[src/rtl/mac_pkg.sv]
// Shared types and helpers for the pipelined MAC bank.
//   drain_st_e : drain FSM states
//   sat_res_t  : result of sat_add (clamped sum + overflow flag)
//   sat_add    : signed add clamped to an acc_w-bit range (acc_w <= 64)
//   Def*       : default parameter values
package mac_pkg;

  localparam int unsigned DefW          = 8;
  localparam int unsigned DefAccW       = 32;
  localparam int unsigned DefNumIn      = 3;
  localparam int unsigned DefNumAcc     = 8;
  localparam int unsigned DefClrOnDrain = 0;

  typedef enum logic [1:0] {
    StIdle,
    StWait,
    StDrain
  } drain_st_e;

  typedef struct packed {
    logic signed [63:0] sum;
    logic               ovf;
  } sat_res_t;

  // Operands are sign-extended acc_w-bit values; the 65-bit sum cannot wrap, so comparing it
  // against the acc_w-bit limits is exact.
  function automatic sat_res_t sat_add(input logic signed [63:0] a,
                                       input logic signed [63:0] b,
                                       input int unsigned        acc_w);
    sat_res_t           res;
    logic signed [64:0] full;
    logic signed [64:0] hi;
    logic signed [64:0] lo;
    full    = {a[63], a} + {b[63], b};
    hi      = (65'sd1 <<< (acc_w - 1)) - 65'sd1;
    lo      = -(65'sd1 <<< (acc_w - 1));
    res.sum = full[63:0];
    res.ovf = 1'b0;
    if (full > hi) begin
      res.sum = hi[63:0];
      res.ovf = 1'b1;
    end else if (full < lo) begin
      res.sum = lo[63:0];
      res.ovf = 1'b1;
    end
    return res;
  endfunction

endpackage

[src/rtl/mac_bank_pipe_if.sv]
// Bundles the MAC request, result and drain handshake signals of mac_bank_pipe.
//   master : the side that issues requests and consumes results/drain data
//   slave  : the MAC bank itself
interface mac_bank_pipe_if #(
  parameter int unsigned W       = 8,
  parameter int unsigned ACC_W   = 32,
  parameter int unsigned NUM_IN  = 3,
  parameter int unsigned NUM_ACC = 8
);
  localparam int unsigned SEL_W = $clog2(NUM_ACC);

  logic                  clear;
  logic [NUM_IN-1:0]     in_valid;
  logic                  weight_valid;
  logic [SEL_W-1:0]      acc_sel;
  logic [NUM_IN*W-1:0]   a_in;
  logic [W-1:0]          weight;
  logic [NUM_IN*W-1:0]   a_out;
  logic [ACC_W-1:0]      acc_out;
  logic                  valid_out;
  logic                  drain_start;
  logic                  drain_valid;
  logic                  drain_ready;
  logic [SEL_W-1:0]      drain_idx;
  logic [ACC_W-1:0]      drain_data;
  logic                  busy;
  logic                  ovf;

  modport master (
    output clear, in_valid, weight_valid, acc_sel, a_in, weight, drain_start, drain_ready,
    input  a_out, acc_out, valid_out, drain_valid, drain_idx, drain_data, busy, ovf
  );

  modport slave (
    input  clear, in_valid, weight_valid, acc_sel, a_in, weight, drain_start, drain_ready,
    output a_out, acc_out, valid_out, drain_valid, drain_idx, drain_data, busy, ovf
  );

endinterface

[src/rtl/mac_drain_fsm.sv]
// Drain sequencer for the accumulator bank: IDLE -> WAIT -> DRAIN -> IDLE.
//   clk, rst           : clock, synchronous active-high reset
//   clear_i            : abort drain, return to IDLE
//   drain_start_i      : begin readout (ignored unless IDLE)
//   pipe_empty_next_i  : no MAC will be in flight after this edge
//   drain_ready_i      : consumer accepts the presented cell
//   drain_valid_o      : a cell is being presented
//   drain_idx_o        : index of presented cell
//   busy_o             : FSM not IDLE
//   accept_o           : drain handshake completes this cycle
module mac_drain_fsm
  import mac_pkg::*;
#(
  parameter int unsigned NUM_ACC = DefNumAcc
) (
  input  logic                       clk,
  input  logic                       rst,
  input  logic                       clear_i,
  input  logic                       drain_start_i,
  input  logic                       pipe_empty_next_i,
  input  logic                       drain_ready_i,
  output logic                       drain_valid_o,
  output logic [$clog2(NUM_ACC)-1:0] drain_idx_o,
  output logic                       busy_o,
  output logic                       accept_o
);
  localparam int unsigned SEL_W = $clog2(NUM_ACC);
  localparam logic [SEL_W-1:0] LastIdx = SEL_W'(NUM_ACC - 1);

  drain_st_e        state_q, state_d;
  logic [SEL_W-1:0] idx_q, idx_d;
  logic             drain_valid_q, busy_q;

  assign accept_o = drain_valid_q & drain_ready_i;

  always_comb begin
    state_d = state_q;
    idx_d   = idx_q;
    unique case (state_q)
      StIdle: if (drain_start_i) state_d = StWait;
      // Requests are refused outside IDLE, so the pipe empties within one WAIT cycle.
      StWait: if (pipe_empty_next_i) begin
        state_d = StDrain;
        idx_d   = '0;
      end
      StDrain: if (accept_o) begin
        if (idx_q == LastIdx) begin
          state_d = StIdle;
          idx_d   = '0;
        end else begin
          idx_d = idx_q + 1'b1;
        end
      end
      default: state_d = StIdle;
    endcase
    if (clear_i) begin
      state_d = StIdle;
      idx_d   = '0;
    end
  end

  always_ff @(posedge clk) begin
    if (rst) begin
      state_q       <= StIdle;
      idx_q         <= '0;
      drain_valid_q <= 1'b0;
      busy_q        <= 1'b0;
    end else begin
      state_q       <= state_d;
      idx_q         <= idx_d;
      drain_valid_q <= (state_d == StDrain);
      busy_q        <= (state_d != StIdle);
    end
  end

  assign drain_valid_o = drain_valid_q;
  assign drain_idx_o   = idx_q;
  assign busy_o        = busy_q;

endmodule

[src/rtl/mac_bank_pipe.sv]
// Pipelined MAC into a bank of NUM_ACC accumulators with a handshaked bank drain.
//   clk, rst : clock, synchronous active-high reset
//   bus      : mac_bank_pipe_if.slave (requests, acc_out/valid_out, drain handshake, ovf)
// Stage 1 registers the selected activation times the gated weight; stage 2 does the
// single-cycle read-modify-write of the target cell.
// Build option MAC_SAT_EN: stage-2 sums saturate and set the sticky ovf flag; otherwise
// sums wrap and ovf stays 0.
module mac_bank_pipe
  import mac_pkg::*;
#(
  parameter int unsigned W            = DefW,
  parameter int unsigned ACC_W        = DefAccW,   // >= 2*W, <= 64
  parameter int unsigned NUM_IN       = DefNumIn,
  parameter int unsigned NUM_ACC      = DefNumAcc, // >= 2
  parameter int unsigned CLR_ON_DRAIN = DefClrOnDrain
) (
  input logic            clk,
  input logic            rst,
  mac_bank_pipe_if.slave bus
);
  localparam int unsigned SEL_W = $clog2(NUM_ACC);
  localparam int unsigned PW    = 2 * W;

  logic [NUM_IN*W-1:0]     a_out_q;
  logic                    p1_valid_q, p1_valid_d;
  logic [SEL_W-1:0]        p1_sel_q, p1_sel_d;
  logic signed [ACC_W-1:0] p1_prod_q, p1_prod_d;
  logic signed [ACC_W-1:0] acc_q [NUM_ACC];
  logic signed [ACC_W-1:0] acc_d [NUM_ACC];
  logic signed [ACC_W-1:0] acc_out_q, acc_out_d;
  logic                    valid_out_q, valid_out_d;
  logic                    ovf_q, ovf_d;

  logic signed [W-1:0]     act_sel, w_gated;
  logic signed [PW-1:0]    prod;
  logic                    req_hit, sel_ok;
  logic signed [ACC_W-1:0] cell_cur, sum;
  logic                    sum_ovf;
  logic                    busy, drain_acc;
  logic [SEL_W-1:0]        drain_idx;
`ifdef MAC_SAT_EN
  sat_res_t                sat;
`endif

  mac_drain_fsm #(
    .NUM_ACC (NUM_ACC)
  ) u_drain_fsm (
    .clk               (clk),
    .rst               (rst),
    .clear_i           (bus.clear),
    .drain_start_i     (bus.drain_start),
    .pipe_empty_next_i (~p1_valid_d),
    .drain_ready_i     (bus.drain_ready),
    .drain_valid_o     (bus.drain_valid),
    .drain_idx_o       (drain_idx),
    .busy_o            (busy),
    .accept_o          (drain_acc)
  );

  // Lowest set in_valid bit wins: scan from the top so the lowest match is written last.
  always_comb begin
    act_sel = '0;
    req_hit = 1'b0;
    for (int k = int'(NUM_IN) - 1; k >= 0; k--) begin
      if (bus.in_valid[k]) begin
        act_sel = bus.a_in[k*W +: W];
        req_hit = 1'b1;
      end
    end
  end

  // Stage 1
  always_comb begin
    w_gated    = bus.weight_valid ? bus.weight : '0;
    prod       = PW'(act_sel) * PW'(w_gated);
    sel_ok     = (32'(bus.acc_sel) < NUM_ACC);
    p1_valid_d = req_hit & sel_ok & ~busy & ~bus.clear;
    p1_sel_d   = bus.acc_sel;
    p1_prod_d  = ACC_W'(prod);
  end

  // Stage 2 adder
  always_comb begin
    cell_cur = acc_q[p1_sel_q];
`ifdef MAC_SAT_EN
    sat      = sat_add(64'(cell_cur), 64'(p1_prod_q), ACC_W);
    sum      = sat.sum[ACC_W-1:0];
    sum_ovf  = sat.ovf;
`else
    sum      = cell_cur + p1_prod_q;
    sum_ovf  = 1'b0;
`endif
  end

  // Bank and result registers; later assignments take priority.
  always_comb begin
    acc_d       = acc_q;
    acc_out_d   = acc_out_q;
    valid_out_d = p1_valid_q;
    ovf_d       = ovf_q | (p1_valid_q & sum_ovf);
    if (drain_acc && (CLR_ON_DRAIN != 0)) acc_d[drain_idx] = '0;
    if (p1_valid_q) begin
      acc_d[p1_sel_q] = sum;
      acc_out_d       = sum;
    end
    if (bus.clear) begin
      for (int i = 0; i < int'(NUM_ACC); i++) acc_d[i] = '0;
      acc_out_d   = '0;
      valid_out_d = 1'b0;
      ovf_d       = 1'b0;
    end
  end

  always_ff @(posedge clk) begin
    if (rst) begin
      p1_valid_q  <= 1'b0;
      p1_sel_q    <= '0;
      p1_prod_q   <= '0;
      acc_q       <= '{default: '0};
      acc_out_q   <= '0;
      valid_out_q <= 1'b0;
      ovf_q       <= 1'b0;
    end else begin
      p1_valid_q  <= p1_valid_d;
      p1_sel_q    <= p1_sel_d;
      p1_prod_q   <= p1_prod_d;
      acc_q       <= acc_d;
      acc_out_q   <= acc_out_d;
      valid_out_q <= valid_out_d;
      ovf_q       <= ovf_d;
    end
  end

  // Pass-through chain is deliberately not reset.
  always_ff @(posedge clk) begin
    a_out_q <= bus.a_in;
  end

  assign bus.a_out      = a_out_q;
  assign bus.acc_out    = acc_out_q;
  assign bus.valid_out  = valid_out_q;
  assign bus.drain_idx  = drain_idx;
  assign bus.drain_data = acc_q[drain_idx];
  assign bus.busy       = busy;
  assign bus.ovf        = ovf_q;

endmodule

[src/flat_wrapper.sv]
// flat-port wrapper written by rule: the top's interface ports become plain ports
module mac_bank_pipe_flat import mac_pkg::*;
#(
  parameter int unsigned W            = DefW,
  parameter int unsigned ACC_W        = DefAccW,                   
  parameter int unsigned NUM_IN       = DefNumIn,
  parameter int unsigned NUM_ACC      = DefNumAcc,        
  parameter int unsigned CLR_ON_DRAIN = DefClrOnDrain
)
  (clk, rst, bus_clear, bus_in_valid, bus_weight_valid, bus_acc_sel, bus_a_in, bus_weight, bus_drain_start, bus_drain_ready, bus_a_out, bus_acc_out, bus_valid_out, bus_drain_valid, bus_drain_idx, bus_drain_data, bus_busy, bus_ovf);
  mac_bank_pipe_if #(.W(W), .ACC_W(ACC_W), .NUM_IN(NUM_IN), .NUM_ACC(NUM_ACC)) bus_i ();
  input logic clk;
  input logic rst;
  input wire logic [$bits(bus_i.clear)-1:0] bus_clear;
  input wire logic [$bits(bus_i.in_valid)-1:0] bus_in_valid;
  input wire logic [$bits(bus_i.weight_valid)-1:0] bus_weight_valid;
  input wire logic [$bits(bus_i.acc_sel)-1:0] bus_acc_sel;
  input wire logic [$bits(bus_i.a_in)-1:0] bus_a_in;
  input wire logic [$bits(bus_i.weight)-1:0] bus_weight;
  input wire logic [$bits(bus_i.drain_start)-1:0] bus_drain_start;
  input wire logic [$bits(bus_i.drain_ready)-1:0] bus_drain_ready;
  output wire logic [$bits(bus_i.a_out)-1:0] bus_a_out;
  output wire logic [$bits(bus_i.acc_out)-1:0] bus_acc_out;
  output wire logic [$bits(bus_i.valid_out)-1:0] bus_valid_out;
  output wire logic [$bits(bus_i.drain_valid)-1:0] bus_drain_valid;
  output wire logic [$bits(bus_i.drain_idx)-1:0] bus_drain_idx;
  output wire logic [$bits(bus_i.drain_data)-1:0] bus_drain_data;
  output wire logic [$bits(bus_i.busy)-1:0] bus_busy;
  output wire logic [$bits(bus_i.ovf)-1:0] bus_ovf;
  assign bus_i.clear = bus_clear;
  assign bus_i.in_valid = bus_in_valid;
  assign bus_i.weight_valid = bus_weight_valid;
  assign bus_i.acc_sel = bus_acc_sel;
  assign bus_i.a_in = bus_a_in;
  assign bus_i.weight = bus_weight;
  assign bus_i.drain_start = bus_drain_start;
  assign bus_i.drain_ready = bus_drain_ready;
  assign bus_a_out = bus_i.a_out;
  assign bus_acc_out = bus_i.acc_out;
  assign bus_valid_out = bus_i.valid_out;
  assign bus_drain_valid = bus_i.drain_valid;
  assign bus_drain_idx = bus_i.drain_idx;
  assign bus_drain_data = bus_i.drain_data;
  assign bus_busy = bus_i.busy;
  assign bus_ovf = bus_i.ovf;
  mac_bank_pipe #(.W(W), .ACC_W(ACC_W), .NUM_IN(NUM_IN), .NUM_ACC(NUM_ACC), .CLR_ON_DRAIN(CLR_ON_DRAIN)) u_core (.clk(clk), .rst(rst), .bus(bus_i));
endmodule
[config.mk]
export PLATFORM = sky130hd
export DESIGN_NAME = mac_bank_pipe_flat
export DESIGN_NICKNAME = d
export VERILOG_FILES = /design/src/rtl/mac_pkg.sv /design/src/rtl/mac_bank_pipe_if.sv /design/src/rtl/mac_drain_fsm.sv /design/src/rtl/mac_bank_pipe.sv /design/src/flat_wrapper.sv
export SDC_FILE = /design/constraint.sdc
export NUM_CORES = 1
export LEC_CHECK = 0
export CORE_UTILIZATION = 30
export CTS_BUF_LIST = sky130_fd_sc_hd__clkbuf_2 sky130_fd_sc_hd__clkbuf_4 sky130_fd_sc_hd__clkbuf_8
export CTS_CLUSTER_DIAMETER = 50
export DETAILED_ROUTE_END_ITERATION = 16
export PLACE_DENSITY = 0.52
export REMOVE_ABC_BUFFERS = 1
export SLEW_MARGIN = 20
export SYNTH_ARGS = -nofsm -noshare
export SYNTH_HDL_FRONTEND = slang
export SYNTH_SLANG_ARGS = --single-unit
[constraint.sdc]
create_clock -name clk -period 11.2 [get_ports clk]
set_clock_uncertainty 0.15 [all_clocks]
set_input_delay 1.68 -clock clk [delete_from_list [all_inputs] [get_ports clk]]
set_output_delay 1.68 -clock clk [all_outputs]
set_load 0.01 [all_outputs]
==> Word-level counts from Yosys, hierarchy flattened <==
Cells that the tools add are included.
{ "op_classes": {"n_addsub": 2, "multipliers": 1, "order_cmp": 3, "eq_ne": 6, "n_mux": 26, "n_bitwise": 7, "n_reduce_logical": 6} }
{ "op_table": {"columns": ["cell", "n"], "rows": [
  ["$bwmux W256", 1],
  ["$bmux W32 S3", 2],
  ["$mux W32", 5],
  ["$demux W32 S3", 1],
  ["$add A32 B16 Y32", 1],
  ["$mux W8", 4],
  ["$mul A8 B8 Y16", 1],
  ["$mux W2", 5],
  ["$mux W3", 3],
  ["$ge A4 B4 Y1 const B", 2],
  ["$not A3 Y4", 2],
  ["$pmux W2 S3", 1],
  ["$pmux W3 S2", 1],
  ["$eq A2 B2 Y1 const B", 2],
  ["$lt A4 B1 Y1 const B", 1],
  ["$reduce_bool A2 Y1", 2],
  ["$add A3 B1 Y3 const B", 1],
  ["$and A1 B1 Y1", 3],
  ["$eq A3 B3 Y1 const B", 1],
  ["$mux W1", 3],
  ["$reduce_and A3 Y1", 1],
  ["$eq A2 B1 Y1 const B", 1],
  ["$logic_not A2 Y1", 1],
  ["$ne A2 B1 Y1 const B", 1],
  ["4 further kinds", 5]
]} }
{ "word_totals": {"register_bits": 340, "in_bits": 44, "output_inout_bits": 95, "wordCells": 69} }

==> Logic depth before layout (Yosys ltp) <==
Gate-level depths: netlist of the first run.
{ "depth": {"depth_word": 9, "depth_mapped": 22, "mapped_depth_nobuf": 22} }

==> By module <==
A second synthesis of the first run with hierarchy kept.
{ "unflattened": {"cells_unflattened": 2218, "hier_area_um2": 19700.1} }
{ "by_module_without_submodules": {"columns": ["mod", "instances", "cells_per_inst", "area_each_um2", "seq_area_each_um2"], "rows": [
  ["mac_bank_pipe", 1, 2185, 19373.6, 6666.4],
  ["mac_drain_fsm", 1, 33, 326.6, 140.1]
]} }

==> Worst setup path after synthesis of the first run <==
Ideal clock, no wire load.
{ "synth_path": {"path_kind": "input to register", "from": "input port bus_in_valid[1]", "to": "register u_core.p1_prod_q[15] (netlist name)", "setup_time_ps": 128, "arrival_ps": 6473, "t_required_ps": 10922, "setup_slack_ps": 4449, "path_stages": 19, "n_path_buf": 1, "path_cell_list": "clkbuf_1 nor2b_1 a22oi_1 nor2_1 a21oi_1 nand2_1 fa_1 fa_1 inv_1 fa_1 inv_1 fa_1 inv_1 ha_1 a2111oi_0 o21ai_0 o41ai_1 xnor2_1 nor2_1"} }
{ "synth_between": {"elab_chain_cells": 3} }
{ "synth_lines": {"columns": ["item", "line", "text"], "rows": [
  ["start, declared", "flat_wrapper.sv:15", "input wire logic [$bits(bus_i.in_valid)-1:0] bus_in_valid;"],
  ["$mux W8 (2 in a row)", "mac_bank_pipe.sv:65", "if (bus.in_valid[k]) begin"],
  ["$mul A8 B8 Y16", "mac_bank_pipe.sv:75", "prod = PW'(act_sel) * PW'(w_gated);"]
]} }
No other way between the ends.
A chain may end at the register's enable or synchronous reset.

==> Worst setup path after layout of the first run <==
{ "layout_path": {"from": "input port bus_in_valid[1]", "to": "register u_core.p1_prod_q[15] (netlist name)"} }
{ "layout_between": {"elab_chain_cells": 3} }
{ "layout_lines": {"columns": ["item", "line"], "rows": [
  ["$mux W8 (2 in a row)", "mac_bank_pipe.sv:65"],
  ["$mul A8 B8 Y16", "mac_bank_pipe.sv:75"]
]} }
No other way between the ends.

==> results of run 1 <==
-- worst reg2reg max path: cells and delay by family, from the launching register on --
kind	cells	cell delay [ps]
compound gates	7	1510
fa+ha+maj	2	700
buf+inv	4	1330
flops	1	630
mux	1	670
simple gates	2	1090
-- stage by stage --
step / area (um^2) / cells
final: 24200 / 3425
after detailed placement: 22800 / 3310
after global routing: 24200 / 3425
after floorplan: 19900 / 2255
after CTS: 24200 / 3425
after global placement: 22800 / 3310
-- power groups by stage --
stage | Sequential, uW | Combinational, uW | Clock [uW]
2_1_floorplan | 1300 | 564 | 0
3_3_place_gp | 1310 | 856 | 0
3_5_place_dp | 1310 | 866 | 0
4_1_cts | 1280 | 870 | 1350
5_1_grt | 1280 | 960 | 1400
6_report | 1280 | 877 | 1330
-- layout by cell type (no fill, tap or decap), drive strengths merged, types with 61 or more instances in the layout --
cell type      netlist  layout
clkdlybuf4s50        0     137
o21ai              121     121
dfxtp              340     340
mux2                78      78
inv                 98     100
a21oi              211     211
mux2i               61      61
mux4                68      68
nand2              353     353
nor2               187     187
ha                  62      62
clkbuf             149     103
nand3              192     192
-- state kept, by name, summed over array words and instances, names as in the netlist --
name / cells
u_core.acc_q: 256
u_core.bus.acc_out: 32
u_core.bus.a_out: 24
u_core.p1_prod_q: 16
u_core.p1_sel_q: 3
u_core.u_drain_fsm.drain_idx_o: 3
u_core.u_drain_fsm.state_q: 2
u_core.bus.valid_out: 1
u_core.p1_valid_q: 1
u_core.u_drain_fsm.busy_o: 1
u_core.u_drain_fsm.drain_valid_o: 1
-- how the worst max path moves through the flow --
stage	depth (start not counted)	slack, ps	to
2_1_floorplan	6	4330	u_core.bus.acc_out[31]
3_3_place_gp	20	3340	u_core.p1_prod_q[15]
3_5_place_dp	20	3330	u_core.p1_prod_q[15]
4_1_cts	20	4010	u_core.p1_prod_q[15]
5_1_grt	20	3630	u_core.p1_prod_q[15]
6_report	20	3970	u_core.p1_prod_q[15]
-- per-layer routing --
metal | track usage [%] | share of wire (%)
met5 | 0 | 0
met4 | 8.96 | 3.8
met3 | 4.25 | 7.3
met2 | 35.2 | 47
met1 | 26.9 | 42
-- cell usage after synthesis (17+ instances only) --
| cell type | instances |
|---|---|
| a21oi_1 | 211 |
| a31oi_1 | 23 |
| buf_2 | 18 |
| ha_1 | 62 |
| clkbuf_1 | 149 |
| xnor2_1 | 17 |
| nor2b_1 | 18 |
| nor2_1 | 187 |
| nand2_1 | 353 |
| a221oi_1 | 21 |
| mux2_2 | 78 |
| or3_1 | 26 |
| mux2i_1 | 61 |
| nand4_1 | 19 |
| a22oi_1 | 42 |
| mux4_2 | 68 |
| a21o_1 | 24 |
| dfxtp_1 | 340 |
| inv_1 | 98 |
| o21ai_1 | 20 |
| buf_1 | 20 |
| fa_1 | 56 |
| nor3_1 | 39 |
| nand3_1 | 192 |
| o21ai_0 | 101 |
-- cell families (layout without fill, tap and decap cells) --
family | after synthesis | in the layout | synth area share (%)
AND/OR/NAND/NOR | 901 | 901 | 19.6
AO/OA/AOI/OAI | 563 | 563 | 17.0
flip-flops | 340 | 340 | 33.0
other | 1 | 1 | 0.0182
multiplexers | 207 | 207 | 14.6
adder cells (fa/ha/maj) | 118 | 118 | 9.19
XOR/XNOR | 26 | 26 | 1.23
buffers and inverters | 289 | 396 | 5.44
-- area by class of cell --
type                       instances  area [um^2]
clock buffer                     103         1250
clock inverter                    12          128
fill                            6930        43400
inverter                          99          372
multi-input combinational       1816        12800
sequential                       340         6830
tap                              873         1090
timing repair buffer             182         1710
==> run metrics, run 1 <==
type of the most critical hold path reg2reg; Starting Density 30.5%; Pins Over Slew Limit 0; worst r2r path cells 16; Vias per Instance 5.61; ys flop type dfxtp_1; Worst Path Buf+Inv 5; Rows 95; hold slack between 300 and 400 ps; area delta synth->final 17.1%; TritonRoute pass-1 iters 6; actual slew at the worst max-slew pin 1130 ps; minimum clock period just over 7000 ps; CP peak stage delay 680 ps; iteration-0 DRC count of the detailed router 1,871; cell chain of the critical path clkdlybuf4s50_1 -> nor2b_1 -> a22oi_1 -> nor2_1 -> a21oi_1 -> nor2_1 -> fa_1 -> inv_1 -> fa_1 -> inv_1 -> fa_1 -> inv_1 -> fa_1 -> inv_1 -> ha_1 -> a2111oi_0 -> o21ai_0 -> o41ai_1 -> xnor2_1 -> nor2_1; full die area 69,900 um^2; R2R Path Start u_core.p1_sel_q[1]; Hold Buf Count CTS 0; CTS Sinks 340; DRC violations left 0; vias in the first global route 19,146; Hold Crit Start u_core.u_drain_fsm.state_q[1]; worst setup margin 3970 ps; Fin. Hold Viols 0; Synth top area share 33.0%; Post-Synthesis Mean Instance Area 8.45 um^2; Slowest-stage cell, CP clkdlybuf4s50_1; headroom to the max-slew limit 23.9%; Final Power approximately 3500 uW; setup TNS 0 ps; Detail Route Antenna Nets 0; Pleak around 0.0085 uW; Max Root-Sink Buffers 3; final core occ 35.8%; cell taking the most area after synthesis dfxtp_1; Synth Cell Area between 20,000 and 25,000 um^2; asr flop ratio synth 0%; Die Ht 264 um; CTS Buf Count a little under 70; sequential share of the synthesized area around 33%; Skew-Pair Late Insertion Delay 660 ps; P_int 2280 uW; unrepaired setup endpoints after global routing false; Routed wire per std cell roughly 22 um; Flop pwr share a little under two fifths; period utilisation layout 64.6%; FMAX ~0.14 GHz; CP Data Arrival Time between 7000 and 8000 ps; number of synthesized flops with an enable pin 0; Ports 139; Setup Buffers After CTS 0; maxcap violations 0; post-synthesis cell type count 76; chip width 264 um; initial antenna violation count 0; CP delay by family, top adder cells; share of cells above drive strength 1 13.9%; CP required around 12,000 ps; routability cong. 0.928; Clock Power Share 38.1%; PwrDens 144 nW/um^2; Core ar. approximately 68,000 um^2; Comb pwr share 25.1%; total number of vias 19,204; worst reg2reg setup slack 4990 ps; crit path capture type register; Resized cells post-CTS 0; Port Buffer Count 137; CTS tree done; gr usage total between 20% and 30%; maximum VDD drop 0.0768 mV; Crit Path Class in2reg; reg-to-reg endpoint u_core.acc_q[156]; Psw roughly 1200 uW; run status completed; synth warn 0; H-tree Lvls 3; clock-pin slew on the worst setup and hold paths 50 ps; Synth area leaders dfxtp_1 (33%), mux4_2 (7.4%), nand2_1 (6.4%); crit path launch bus_in_valid[1]; hold endpoint u_core.u_drain_fsm.state_q[0]; Root Buffer Master clkbuf_8; Min-Delay Path Depth 1; worst-path fanout max 11; GRT overflow 0; Startpoint Class input pin; final wirelength ~76,000 um; count of final setup violators 0; Post-Syn Instances roughly 2,400; largest net degree at the start of global routing 99; first-pass GRT wire length 115,000 um; detailed placer's ending HPWL 48,700 um; sw frac 34.7%; nets@finish 2,669; Antenna diodes 0; Seq cells post-synth 340; worst slack at placement 3330 ps
Note: power is estimated with default switching activity, not from simulation.
==> run 2, diff against run 1 <==
Clock period 11.2 ns to 7.45 ns, I/O delays scaled along.
==> run 2 against run 1 <==
Against the previous run: final cell count rose by 0.23%; sequential power up 51%; core utilization grew 0.15 points; critical endpoint unchanged; largest cell class unchanged; highest routed layer unchanged.
==> run metrics, run 2 (synthesis gave the netlist of run 1 again) <==
FMAX ~0.16 GHz; type of the most critical hold path reg2reg (unchanged); Setup Buffers After CTS 0 (unchanged); CP delay by family, top adder cells (unchanged); count of final setup violators 0 (unchanged); Pins Over Slew Limit 0 (unchanged); P_int 3470 uW (was 2280 uW); maxcap violations 0 (unchanged); Detail Route Antenna Nets 0 (unchanged); Final Power 5330 uW (was 3490 uW); crit path capture type register (unchanged); Slowest-stage cell, CP a21oi_1 (was clkdlybuf4s50_1); Fin. Hold Viols 0 (unchanged); CP peak stage delay 610 ps (was 680 ps); Ports 139 (unchanged); detailed placer's ending HPWL 48,500 um (was 48,700 um); final wirelength 75,500 um (was 75,600 um); unrepaired setup endpoints after global routing false (unchanged); PwrDens 219 nW/um^2 (was 144 nW/um^2); Vias per Instance 5.61 (about the same); Root Buffer Master clkbuf_8 (unchanged); first-pass GRT wire length 114,000 um (was 115,000 um); Largest register FFs 256 (unchanged); run status completed (unchanged); worst reg2reg setup slack 1750 ps (was 4990 ps); initial antenna violation count 0 (unchanged); actual slew at the worst max-slew pin 1190 ps (was 1130 ps); clock-pin slew on the worst setup and hold paths 50 ps (about the same); Worst Path Buf+Inv 5 (unchanged); most frequent cells in the layout nand2_1 (353), dfxtp_1 (333), a21oi_1 (211), nand3_1 (188), nor2_1 (180) (unchanged); Max Root-Sink Buffers 3 (unchanged); Non-Filler Instances 3,433 (was 3,425); full die area 69,900 um^2 (unchanged); sw frac 34.9% (was 34.7%); headroom to the max-slew limit 20.4% (was 23.9%); chip width 264 um (unchanged); Die Ht 264 um (unchanged); Fill cells 6,900 (was 6,930); Clock Power Share 39.0% (was 38.1%); area delta synth->final 17.6% (was 17.1%); CTS Sinks 340 (unchanged); Hold Crit Start u_core.u_drain_fsm.state_q[1] (unchanged); Routed wire per std cell 22.0 um (was 22.1 um); Flop pwr share 36.3% (was 36.8%); iteration-0 DRC count of the detailed router 1,995 (was 1,871); Rows 95 (unchanged); CTS tree done (unchanged); nets@finish 2,673 (was 2,669); commonest non-fill, non-tap cell in the layout nand2_1 (unchanged); Psw 1860 uW (was 1210 uW); TritonRoute pass-1 iters 6 (unchanged); GRT overflow 0 (unchanged); Core ar. 67,600 um^2 (unchanged); period utilisation layout 85.6%; Min-Delay Path Depth 1 (unchanged); hold endpoint u_core.u_drain_fsm.state_q[0] (unchanged); vias in the first global route 18,687 (was 19,146); maximum VDD drop 0.115 mV (was 0.0768 mV); setup TNS 0 ps (unchanged); Pleak 0.00853 uW (was 0.00849 uW); R2R Path Start u_core.p1_sel_q[1] (unchanged); largest net degree at the start of global routing 93 (was 99); worst r2r path cells 12 (was 16); H-tree Lvls 3 (unchanged); cell chain of the critical path clkdlybuf4s50_1 -> nor2b_1 -> a22oi_1 -> nor2_1 -> a21oi_1 -> nor2_1 -> fa_1 -> inv_1 -> fa_1 -> inv_1 -> fa_1 -> inv_1 -> fa_1 -> inv_1 -> ha_1 -> a2111oi_0 -> o21ai_0 -> o41ai_1 -> xnor2_1 -> nor2_1 (unchanged); Reg with most FFs u_core.acc_q (unchanged); Skew-Pair Late Insertion Delay 680 ps (was 660 ps); Comb pwr share 24.7% (was 25.1%); DP Cell Count 3,314 (was 3,310); reg-to-reg endpoint u_core.acc_q[30] (was u_core.acc_q[156]); CP Data Arrival Time 6750 ps (was 7580 ps); Port Buffer Count 137 (unchanged); Starting Density 30.5% (unchanged); routability cong. 0.901 (was 0.928); total number of vias 19,263 (was 19,204); worst-path fanout max 8 (was 11); hold slack 299 ps (was 313 ps); Startpoint Class input pin (unchanged); DRC violations left 0 (unchanged); Crit Path Class in2reg (unchanged); gr usage total 21.1% (was 21.3%); Hold Buf Count CTS 0 (unchanged); CP required 7830 ps (was 11,550 ps); share of cells above drive strength 1 14.0% (was 13.9%); minimum clock period around 6400 ps; Resized cells post-CTS 0 (unchanged); CTS Buf Count 68 (unchanged)
run 2: cell count changes in the layout (fill, tap and decap cells not counted), moves of 2 or more:
cell      previous run  this run
clkinv_1             1         5
clkinv_2             4         2
clkbuf_4            27        22
inv_8                0         2
buf_4               44        48
clkbuf_8            76        78
run 2: worst register-to-register path, cell delays in order (launching register included):
cell	delay [ps]
dfxtp_4	900
buf_4	420
and2_1	770
a21oi_1	190
o221ai_1	370
ha_1	400
nand2_1	210
nor3_1	610
nand3_1	150
o21ai_1	480
or3_1	190
nand4_1	440
o21ai_0	340
run 2: layout make-up:
| type | instances | area [um^2] | share of cell area, % |
|---|---|---|---|
| clock inverters | 18 | 200 | 0.824 |
| flip-flops and latches | 340 | 6830 | 28.1 |
| clock buffers | 100 | 1240 | 5.10 |
| repair buffers | 186 | 1740 | 7.18 |
| well taps | 873 | 1090 | 4.50 |
| multi-input cells | 1816 | 12800 | 52.8 |
| inverters | 99 | 372 | 1.53 |
| diodes | 1 | 2.50 | 0.0103 |
run 2: power by group through the flow:
| stage | Sequential, uW | Clock [uW] | Combinational, uW |
|---|---|---|---|
| 2_1_floorplan | 1960 | 0 | 848 |
| 3_3_place_gp | 1970 | 0 | 1280 |
| 3_5_place_dp | 1970 | 0 | 1300 |
| 4_1_cts | 1930 | 2110 | 1310 |
| 5_1_grt | 1940 | 2200 | 1440 |
| 6_report | 1930 | 2080 | 1320 |
run 2: through the flow:
| step | area [um^2] | setup slack, ps | utilization [%] |
|---|---|---|---|
| final | 24300 | 1070 | 35.9 |
| after global routing | 24300 | 619 | 35.9 |
| after CTS | 24300 | 1180 | 35.9 |
| after detailed placement | 22800 | 489 | 33.8 |
| after global placement | 22800 | 494 | 33.8 |
| after floorplan | 19900 | 1140 | - |
run 2: worst max path at each step:
stage	startpoint	end	cells after the start	slack [ps]
after detailed placement	bus_in_valid[2]	u_core.p1_prod_q[15]	18	490
after global routing	bus_in_valid[2]	u_core.p1_prod_q[15]	20	620
after global placement	bus_in_valid[2]	u_core.p1_prod_q[15]	20	490
after floorplan	rst	u_core.bus.acc_out[31]	6	1140
final	bus_in_valid[2]	u_core.p1_prod_q[15]	20	1070
after CTS	bus_in_valid[2]	u_core.p1_prod_q[15]	20	1180
run 2: metal layers:
layer	vias to the layer above	part of all wire [%]	track usage (%)
met2	857	48	35.5
met3	144	7.5	4.05
li1	8832	-	-
met5	-	0	0
met4	0	2.6	6.47
met1	9430	42	27.3
